`src/rtl/micromind_pkg.sv`:
```
// micromind_pkg
//   Parameters and helpers shared by the micromind blocks.
//   MM_WIDTH    : timestamp / shared counter width
//   EDGE_*      : edge_sel encodings used by the capture block
//   edge_hit()  : qualifies a synchronized transition against an edge_sel code
package micromind_pkg;

  localparam int MM_WIDTH = 8;

  typedef logic [1:0] edge_sel_t;

  localparam edge_sel_t EDGE_RISE = 2'b00;
  localparam edge_sel_t EDGE_FALL = 2'b01;
  localparam edge_sel_t EDGE_BOTH = 2'b10;
  localparam edge_sel_t EDGE_OFF  = 2'b11;

  function automatic logic edge_hit(edge_sel_t sel, logic cur, logic prev);
    case (sel)
      EDGE_RISE: return cur & ~prev;
      EDGE_FALL: return ~cur & prev;
      EDGE_BOTH: return cur ^ prev;
      default:   return 1'b0;
    endcase
  endfunction

endpackage

```
`src/rtl/micromind_capture_fifo.sv`:
```
// micromind_capture_fifo
//   Synchronous show-ahead timestamp FIFO with occupancy output.
//   Parameters: WIDTH (entry width), DEPTH (entries, power of 2, >= 2).
//   Ports:
//     clk, reset      : clock, asynchronous active-high reset
//     wr_en, wr_data  : push request and data
//     rd_en           : pop request (ignored while empty)
//     rd_data         : oldest entry, 0 while empty
//     valid           : FIFO non-empty
//     full            : FIFO holds DEPTH entries
//     level           : occupancy 0..DEPTH
//   A push while full is accepted only if a pop happens on the same edge.
module micromind_capture_fifo #(
  parameter int WIDTH = 8,
  parameter int DEPTH = 4
) (
  input  logic                         clk,
  input  logic                         reset,
  input  logic                         wr_en,
  input  logic [WIDTH-1:0]             wr_data,
  input  logic                         rd_en,
  output logic [WIDTH-1:0]             rd_data,
  output logic                         valid,
  output logic                         full,
  output logic [$clog2(DEPTH+1)-1:0]   level
);

  localparam int AW = $clog2(DEPTH);

  // Extra MSB on each pointer tells full from empty when the indices match.
  logic [AW:0]      wr_ptr;
  logic [AW:0]      rd_ptr;
  logic [WIDTH-1:0] mem [DEPTH];
  logic             empty;
  logic             do_push;
  logic             do_pop;

  assign empty   = (wr_ptr == rd_ptr);
  assign full    = (wr_ptr[AW] != rd_ptr[AW]) && (wr_ptr[AW-1:0] == rd_ptr[AW-1:0]);
  assign do_pop  = rd_en && !empty;
  assign do_push = wr_en && (!full || do_pop);

  always_ff @(posedge clk or posedge reset) begin
    if (reset) begin
      wr_ptr <= '0;
      rd_ptr <= '0;
    end else begin
      if (do_push) wr_ptr <= wr_ptr + (AW+1)'(1);
      if (do_pop)  rd_ptr <= rd_ptr + (AW+1)'(1);
    end
  end

  always_ff @(posedge clk) begin
    if (do_push) mem[wr_ptr[AW-1:0]] <= wr_data;
  end

  // Storage is not reset, so the read port is forced to 0 while empty.
  assign rd_data = empty ? '0 : mem[rd_ptr[AW-1:0]];
  assign valid   = !empty;
  assign level   = wr_ptr - rd_ptr;

endmodule

```
`src/rtl/micromind_capture.sv`:
```
// micromind_capture
//   Synchronizes an asynchronous event line, detects the selected edge and
//   stores the upstream counter value at the detection edge into a
//   show-ahead timestamp FIFO.
//   Parameters: WIDTH (timestamp width, = shared counter width),
//               DEPTH (FIFO entries, power of 2, >= 2),
//               SYNC_STAGES (evt_in synchronizer flops, >= 2).
//   Ports:
//     clk, reset  : clock, asynchronous active-high reset
//     count       : free-running upstream counter
//     evt_in      : asynchronous event line
//     edge_sel    : 00 rise, 01 fall, 10 both, 11 disabled
//     ts_data     : oldest timestamp (show-ahead), ts_valid: FIFO non-empty
//     ts_ready    : consumer accepts ts_data
//     level       : FIFO occupancy
//     overflow    : sticky, an event was dropped on a full FIFO
//     ovf_clr     : synchronous clear of overflow (a same-edge drop wins)
//     drop_cnt    : saturating dropped-event count, present only when
//                   MICROMIND_CAPTURE_DROP_CNT_EN is defined
module micromind_capture
  import micromind_pkg::*;
#(
  parameter int WIDTH       = MM_WIDTH,
  parameter int DEPTH       = 4,
  parameter int SYNC_STAGES = 2
) (
  input  logic                         clk,
  input  logic                         reset,
  input  logic [WIDTH-1:0]             count,
  input  logic                         evt_in,
  input  logic [1:0]                   edge_sel,
  output logic [WIDTH-1:0]             ts_data,
  output logic                         ts_valid,
  input  logic                         ts_ready,
  output logic [$clog2(DEPTH+1)-1:0]   level,
  output logic                         overflow,
`ifdef MICROMIND_CAPTURE_DROP_CNT_EN
  output logic [7:0]                   drop_cnt,
`endif
  input  logic                         ovf_clr
);

  localparam int IW = $clog2(SYNC_STAGES + 2);
  localparam logic [IW-1:0] INHIBIT_LOAD = IW'(SYNC_STAGES + 1);

  logic [SYNC_STAGES-1:0] sync_q;
  logic                   evt_dly;
  logic                   evt_sync;
  logic [IW-1:0]          inhibit_cnt;
  logic                   push;
  logic                   pop;
  logic                   full;
  logic                   drop;

  assign evt_sync = sync_q[SYNC_STAGES-1];

  // The delayed copy follows the synchronizer every cycle, independent of
  // edge_sel, so reprogramming edge_sel never fabricates an edge.
  // inhibit_cnt masks the edge that the synchronizer filling up after reset
  // would otherwise show when evt_in is already high at release.
  always_ff @(posedge clk or posedge reset) begin
    if (reset) begin
      sync_q      <= '0;
      evt_dly     <= 1'b0;
      inhibit_cnt <= INHIBIT_LOAD;
    end else begin
      sync_q  <= {sync_q[SYNC_STAGES-2:0], evt_in};
      evt_dly <= evt_sync;
      if (inhibit_cnt != '0) inhibit_cnt <= inhibit_cnt - IW'(1);
    end
  end

  assign push = (inhibit_cnt == '0) && edge_hit(edge_sel, evt_sync, evt_dly);
  assign pop  = ts_valid && ts_ready;
  assign drop = push && full && !pop;

  micromind_capture_fifo #(
    .WIDTH (WIDTH),
    .DEPTH (DEPTH)
  ) u_fifo (
    .clk     (clk),
    .reset   (reset),
    .wr_en   (push),
    .wr_data (count),
    .rd_en   (ts_ready),
    .rd_data (ts_data),
    .valid   (ts_valid),
    .full    (full),
    .level   (level)
  );

  always_ff @(posedge clk or posedge reset) begin
    if (reset)        overflow <= 1'b0;
    else if (drop)    overflow <= 1'b1;
    else if (ovf_clr) overflow <= 1'b0;
  end

`ifdef MICROMIND_CAPTURE_DROP_CNT_EN
  // A drop coinciding with ovf_clr restarts the count at 1.
  always_ff @(posedge clk or posedge reset) begin
    if (reset) begin
      drop_cnt <= 8'd0;
    end else if (drop) begin
      if (ovf_clr)               drop_cnt <= 8'd1;
      else if (drop_cnt != 8'hFF) drop_cnt <= drop_cnt + 8'd1;
    end else if (ovf_clr) begin
      drop_cnt <= 8'd0;
    end
  end
`endif

endmodule
```
`config.mk`:
```
export PLATFORM = sky130hd
export DESIGN_NAME = micromind_capture
export DESIGN_NICKNAME = d
export VERILOG_FILES = /design/src/rtl/micromind_pkg.sv /design/src/rtl/micromind_capture_fifo.sv /design/src/rtl/micromind_capture.sv
export SDC_FILE = /design/constraint.sdc
export NUM_CORES = 1
export LEC_CHECK = 0
export CAP_MARGIN = 10
export CORE_MARGIN = 2
export CORE_UTILIZATION = 40
export DETAILED_ROUTE_END_ITERATION = 8
export GPL_TIMING_DRIVEN = 0
export SLEW_MARGIN = 20
export SYNTH_ARGS = -nofsm -noshare
export SYNTH_HDL_FRONTEND = slang
export SYNTH_SLANG_ARGS = --single-unit
```
`constraint.sdc`:
```
create_clock -name clk -period 3.15 [get_ports clk]
set_clock_uncertainty 0.05 [all_clocks]
set_input_delay 0.315 -clock clk [delete_from_list [all_inputs] [get_ports clk]]
set_output_delay 0.315 -clock clk [all_outputs]
set_load 0.01 [all_outputs]
```
After elaboration in Yosys (flattened, before gate mapping)
Memory sizes are Yosys's and may differ from the RTL's. Cells that the tools add are included.

Register bits: 12. RAM bits: 32. Input port bits: 15. Logic and storage cells: 41. Memories: 1.

Add/sub/neg operators: 4. Equality and inequality tests: 5. Mux-type cells: 6. Bitwise operators: 5. Reduce and logical (&&, ||, !) cells: 14.

Memories: u_fifo.mem (words 4, bits a word 8, read ports 1, clocked after memory_dff 0, wr ports 1, RTL line micromind_capture_fifo.sv:33) `logic [WIDTH-1:0] mem [DEPTH];`.

Operators by type and width (count): $mux 8 (1); $add 3x1->3 const B (2); $logic_and 1x1->1 (6); $logic_not 2->1 (2); $mux 1 (4); $reduce_bool 2->1 (2); $eq 3x3->1 (1); $logic_not 1->1 (3); $pmux 1 s3 (1); $sub 3x3->3 (1); $and 1x1->1 (2); $eq 2x1->1 const B (1); $eq 2x2->1 (1); $eq 2x2->1 const B (1); $not 1->1 (2); $sub 2x1->2 const B (1); $logic_or 1x1->1 (1); $ne 1x1->1 (1); $xor 1x1->1 (1).

Depth between registers and ports, before layout
Depth after elaboration: 7. Mapped depth: 7. Depth with buffers taken out: 6.

By module
From an unflattened synthesis, not the netlist that was laid out.

Cell total of the unflattened synthesis: 124. Area total of the unflattened synthesis: 1980.6 um^2.

Modules (own cells, without submodules): micromind_capture_fifo (times used 1, cells an instance 96, area an instance 1675.4 um^2, sequential area each 1111.1 um^2); micromind_capture (times used 1, cells an instance 28, area an instance 305.3 um^2, sequential area each 152.6 um^2).

Worst setup path after synthesis
Ideal clock, no wire load.

Path kind: register to register. Start point: register u_fifo.rd_ptr[1]. End point: memory u_fifo.mem[3][0] (enable). Arrival time: 1.909 ns. Required time: 2.717 ns. Slack: 0.808 ns. Stages on the path, launching flop included: 7. Period minus slack after synthesis: 2.342 ns. Path through: dfrtp_1 -> clkbuf_1 -> inv_1 -> ha_1 -> nand2_1 -> nor3_2 -> nor4b_2.

Longest elaborated chain between the ends: 7. Elaborated cells on any way between the ends: 10.

Ends and longest elaborated chain: start, declared (RTL line micromind_capture_fifo.sv:32) `logic [AW:0] rd_ptr;`; start signal, assigned (RTL line micromind_capture_fifo.sv:49) `if (do_pop) rd_ptr <= rd_ptr + (AW+1)'(1);`; $eq 3x3->1 or $eq 2x2->1 (tied branches) (RTL line micromind_capture_fifo.sv:38, micromind_capture_fifo.sv:39); $logic_not 1->1 or $logic_and 1x1->1 (tied branches) (RTL line micromind_capture_fifo.sv:40, micromind_capture_fifo.sv:39); $logic_and 1x1->1 or $logic_not 1->1 (tied branches) (RTL line micromind_capture_fifo.sv:40, micromind_capture_fifo.sv:41); $logic_or 1x1->1 * (RTL line micromind_capture_fifo.sv:41) `assign do_push = wr_en && (!full || do_pop);`; $logic_and 1x1->1 * (RTL line micromind_capture_fifo.sv:41); $mux 1 * (RTL line micromind_capture_fifo.sv:54) `if (do_push) mem[wr_ptr[AW-1:0]] <= wr_data;`; $mux 1 (not written as such) * (RTL line micromind_capture_fifo.sv:54); end, declared (RTL line micromind_capture_fifo.sv:33).

Mark *: on every way between the ends. The rest lies on a longest branch, timed or not.

Worst setup path after layout
Start point: register u_fifo.rd_ptr[1]. End point: output ts_data[7].

Longest elaborated chain between the ends: 2. Elaborated cells on any way between the ends: 3.

Ends and longest elaborated chain: $mem_v2 4x8 or $eq 3x3->1 (tied branches); $mux 8 * (RTL line micromind_capture_fifo.sv:58) `assign rd_data = empty ? '0 : mem[rd_ptr[AW-1:0]];`; end, declared (RTL line micromind_capture.sv:32) `output logic [WIDTH-1:0] ts_data,`.

Marks and branches as above.

==> parameters.txt <==
Parameter                              Value

CTS
  Maximum level of the CTS H-tree    2
  Clock transition at the register clock pins on the worst setup and hold paths after CTS    0.08 ns
  Number of setup buffers added after CTS    0
  Worst-case clock buffer depth    2
  Root Buffer Master    sky130_fd_sc_hd__clkbuf_8
  Clock network latency to the later pin of the worst-skew pair    0.30 ns
  Total number of clock tree sinks    44
  Number of CTS-inserted buffers    5
  Clock tree from TritonCTS    built

Power and ir drop
  Leakage power of the design    between 0.8 and 0.9 nW
  Power after layout    2.221 mW
  Clock group share of total power    15.1%
  Sequential share of power    36.3%
  Net switching power figure    711.0 µW
  Worst voltage drop across the vdd grid    0.7284 mV
  Switching share of power    between 30% and 40%
  Power density over the cells    943.5 nW/µm²
  Fraction of power consumed by combinational cells    48.7%
  Int Pwr    1.510 mW

Setup path
  Path type of the worst setup path    register to output pin
  Crit end category    output pin
  R2r startpoint    u_fifo.rd_ptr[1]
  WP data required    2.78 ns
  Register-to-Register Path Depth    7
  Crit-path cells    clkbuf_2 -> inv_1 -> ha_1 -> nand3_1 -> buf_2 -> and2_1 -> clkdlybuf4s50_1
  Startpoint types    register
  Crit. Startpoint    u_fifo.rd_ptr[1]
  Data arrival time of the critical path    roughly 2.4 ns
  CP max stage delay    0.53 ns
  Critical Path Fanout Max    10
  Destination of the worst register-to-register timing path    u_fifo.mem[1][4]
  Setup slack of the worst register-to-register path    0.66 ns
  Highest-delay cell along the critical path    sky130_fd_sc_hd__clkdlybuf4s50_1

Floorplan
  Core Area    4692 µm²
  Initial Util    40.96%
  Area of the die    5375 µm²
  Ports placed on the boundary    28
  Height of the die    roughly 73 µm
  Chip Width    about 73 µm
  Cell Rows    25

Routing
  Routed wl met3    145 µm
  Number of detailed-routing iterations run before antenna repair    3
  Vias per Instance    approximately 4.9
  Number of DRC markers in iteration 0    69
  Met2 routed WL    1590 µm
  Vias    about 990
  Wire length on met1    1385 µm
  Average routed wire per standard cell    15.69 µm
  Top sig layer    met4
  DRC Markers    0
  Post-detailed-route count of antenna-violating nets    0
  Wirelength, routed    3169 µm

Placement
  HPWL reported at the end of detailed placement    2249 µm
  Count of port buffers added during placement    27
  Instance area at placement    ~2300 µm²
  Final Wtd Congestion    0.7631
  Pre-CTS setup slack    0.3636 ns

Synthesis
  EDFF count, synth    32
  Largest cells by area after synthesis    sky130_fd_sc_hd__edfxtp_1 (50%), sky130_fd_sc_hd__dfrtp_1 (13%), sky130_fd_sc_hd__mux4_2 (9.4%)
  Top-count cell post-synth    sky130_fd_sc_hd__edfxtp_1
  FF+latch count, synth    44
  Cells after synthesis    113
  Netlist area before placement    1922 µm²
  Primary FF master, synth    sky130_fd_sc_hd__edfxtp_1
  Count of yosys warnings during synthesis    0
  Synthesized area per cell    around 17 µm²
  Syn Nets    ~140
  Top cell type's share of synthesized area    50.00%
  Post-synthesis sequential area ratio    approximately 66%
  Async set-reset flop share out of synthesis    a little over a quarter
  List of most frequent post-synthesis cells    sky130_fd_sc_hd__edfxtp_1 (32), sky130_fd_sc_hd__inv_1 (12), sky130_fd_sc_hd__and2_1 (11)
  Most area-hungry cell type in the Yosys netlist    sky130_fd_sc_hd__edfxtp_1
  Synth cell types    24

Final layout
  Share of post-route cells with drive strength above 1    18.24%
  Number of inserted filler cells in the final layout    419
  Layout area overhead    22.46%
  Final Instance Area    about 2400 µm²
  Ant diodes    0
  Final nets    between 150 and 200

STA
  Setup tns final    0 ns
  Final worst-path cycle share    approximately 88%
  Worst-margin pin slew    0.7708 ns
  RSZ-0062 raised after global routing    no
  Post-layout worst setup margin    0.3697 ns
  Highest achievable clock rate    roughly 360 MHz
  Final Setup Violations    0
  Hold Vio Cnt, Final    0
  Worst Hold Slack    0.2812 ns
  Worst slew slack as a fraction of its limit    48.40%
  Minimum clock period after layout    between 2 and 3 ns
  Number of max-slew violations in the final report    0

Global route
  Initial antenna violation count    0
  Via count of the first global-routing pass    1108
  First-pass GRT wire length    approximately 5400 µm
  All-layer global routing usage    roughly 14%
  Total overflow reported by the global router    0
  Largest net degree at the start of global routing    14

Hold path
  Worst min path class    input port to async pin

Job
  Number of max-cap violations    0

Run status
  Result of the run    finished, final reports clean
==> repair_timing <==
item,in CTS,in global routing
resized for setup,0,2
hold buffers,0,0
setup endpoints to repair,0,8
==> per-stage QoR <==
stage,std cells,utilization [%]
5_1_grt,202,50.16
6_report,202,50.16
2_1_floorplan,113,-
4_1_cts,202,50.13
3_3_place_gp,194,48.16
3_5_place_dp,194,48.35
==> state kept, by name (all words and copies together), names as in the netlist <==
| register | cells |
|---|---|
| u_fifo.rd_ptr | 3 |
| overflow | 1 |
| inhibit_cnt | 2 |
| u_fifo.wr_ptr | 3 |
| sync_q | 2 |
| u_fifo.mem | 32 |
| evt_dly | 1 |
==> kinds of logic after synthesis <==
kind of cell / count (synthesis) / share of synthesized area, %
compound gates: 2 / 0.7810
xor+xnor: 7 / 3.581
fa+ha+maj: 11 / 7.552
buf+inv: 15 / 3.060
flops: 44 / 65.76
mux: 11 / 11.26
simple gates: 23 / 8.008
==> cells in the final DEF (no fill, tap or decap) <==
cell,n
sky130_fd_sc_hd__edfxtp_1,32
sky130_fd_sc_hd__clkdlybuf4s50_1,27
sky130_fd_sc_hd__inv_1,12
sky130_fd_sc_hd__and2_1,11
sky130_fd_sc_hd__ha_1,10
sky130_fd_sc_hd__dfrtp_1,10
sky130_fd_sc_hd__mux4_2,8
sky130_fd_sc_hd__xnor2_1,5
sky130_fd_sc_hd__clkbuf_8,5
sky130_fd_sc_hd__nor3_2,3
sky130_fd_sc_hd__nor2b_1,3
sky130_fd_sc_hd__nand2_1,2
sky130_fd_sc_hd__nand3_1,2
sky130_fd_sc_hd__buf_2,2
sky130_fd_sc_hd__dfstp_2,2
sky130_fd_sc_hd__xnor2_2,1
sky130_fd_sc_hd__o21ai_1,1
sky130_fd_sc_hd__nor4b_4,1
sky130_fd_sc_hd__xor2_1,1
sky130_fd_sc_hd__nor2_1,1
sky130_fd_sc_hd__a22o_2,1
sky130_fd_sc_hd__mux2i_1,1
sky130_fd_sc_hd__clkbuf_2,1
sky130_fd_sc_hd__mux2_4,1
sky130_fd_sc_hd__mux2_2,1
sky130_fd_sc_hd__fa_1,1
sky130_fd_sc_hd__clkinvlp_4,1
sky130_fd_sc_hd__clkinv_1,1
sky130_fd_sc_hd__clkbuf_1,1
==> power groups by stage <==
stage | Sequential [mW] | Clock [mW] | Combinational [mW]
2_1_floorplan | 0.806 | 0 | 0.618
3_3_place_gp | 0.813 | 0 | 1.07
3_5_place_dp | 0.820 | 0 | 1.10
4_1_cts | 0.807 | 0.345 | 1.11
5_1_grt | 0.822 | 0.370 | 1.20
6_report | 0.806 | 0.334 | 1.08
==> routing by layer <==
layer	global-route usage (%)	vias up
met5	0	-
met4	7.879	0
met3	3.567	6
met2	23.32	22
met1	17.05	494
li1	-	469
==> area by class of cell <==
type                            instances  area (µm²)  area share, %
Inverter                               12       45.04          1.914
Timing Repair Buffer                   27       270.3          11.48
Tap cell                               54       67.56          2.871
Sequential cell                        44        1264          53.69
Clock inverter                          2       11.26         0.4785
Multi-Input combinational cell         54       608.1          25.84
Clock buffer                            6       72.57          3.083
Buffer                                  3       15.01         0.6380
==> worst max-delay path, delay by kind of cell (launching register included) <==
| family | cells | cell delay (ns) |
|---|---|---|
| flip-flops | 1 | 0.40 |
| adder cells (fa/ha/maj) | 1 | 0.31 |
| buffers and inverters | 4 | 1.14 |
| AND/OR/NAND/NOR | 2 | 0.26 |
==> how the worst max path moves through the flow <==
stage                             to  slack (ns)  depth (start not counted)
detailed placement  u_fifo.mem[2][3]        0.36                          7
global placement    u_fifo.mem[3][0]        0.09                          6
finish                    ts_data[7]        0.37                          7
global route              ts_data[3]        0.18                          7
floorplan           u_fifo.mem[3][0]        0.81                          6
CTS                       ts_data[7]        0.05                          7
Power figures use the tool's default switching activity.
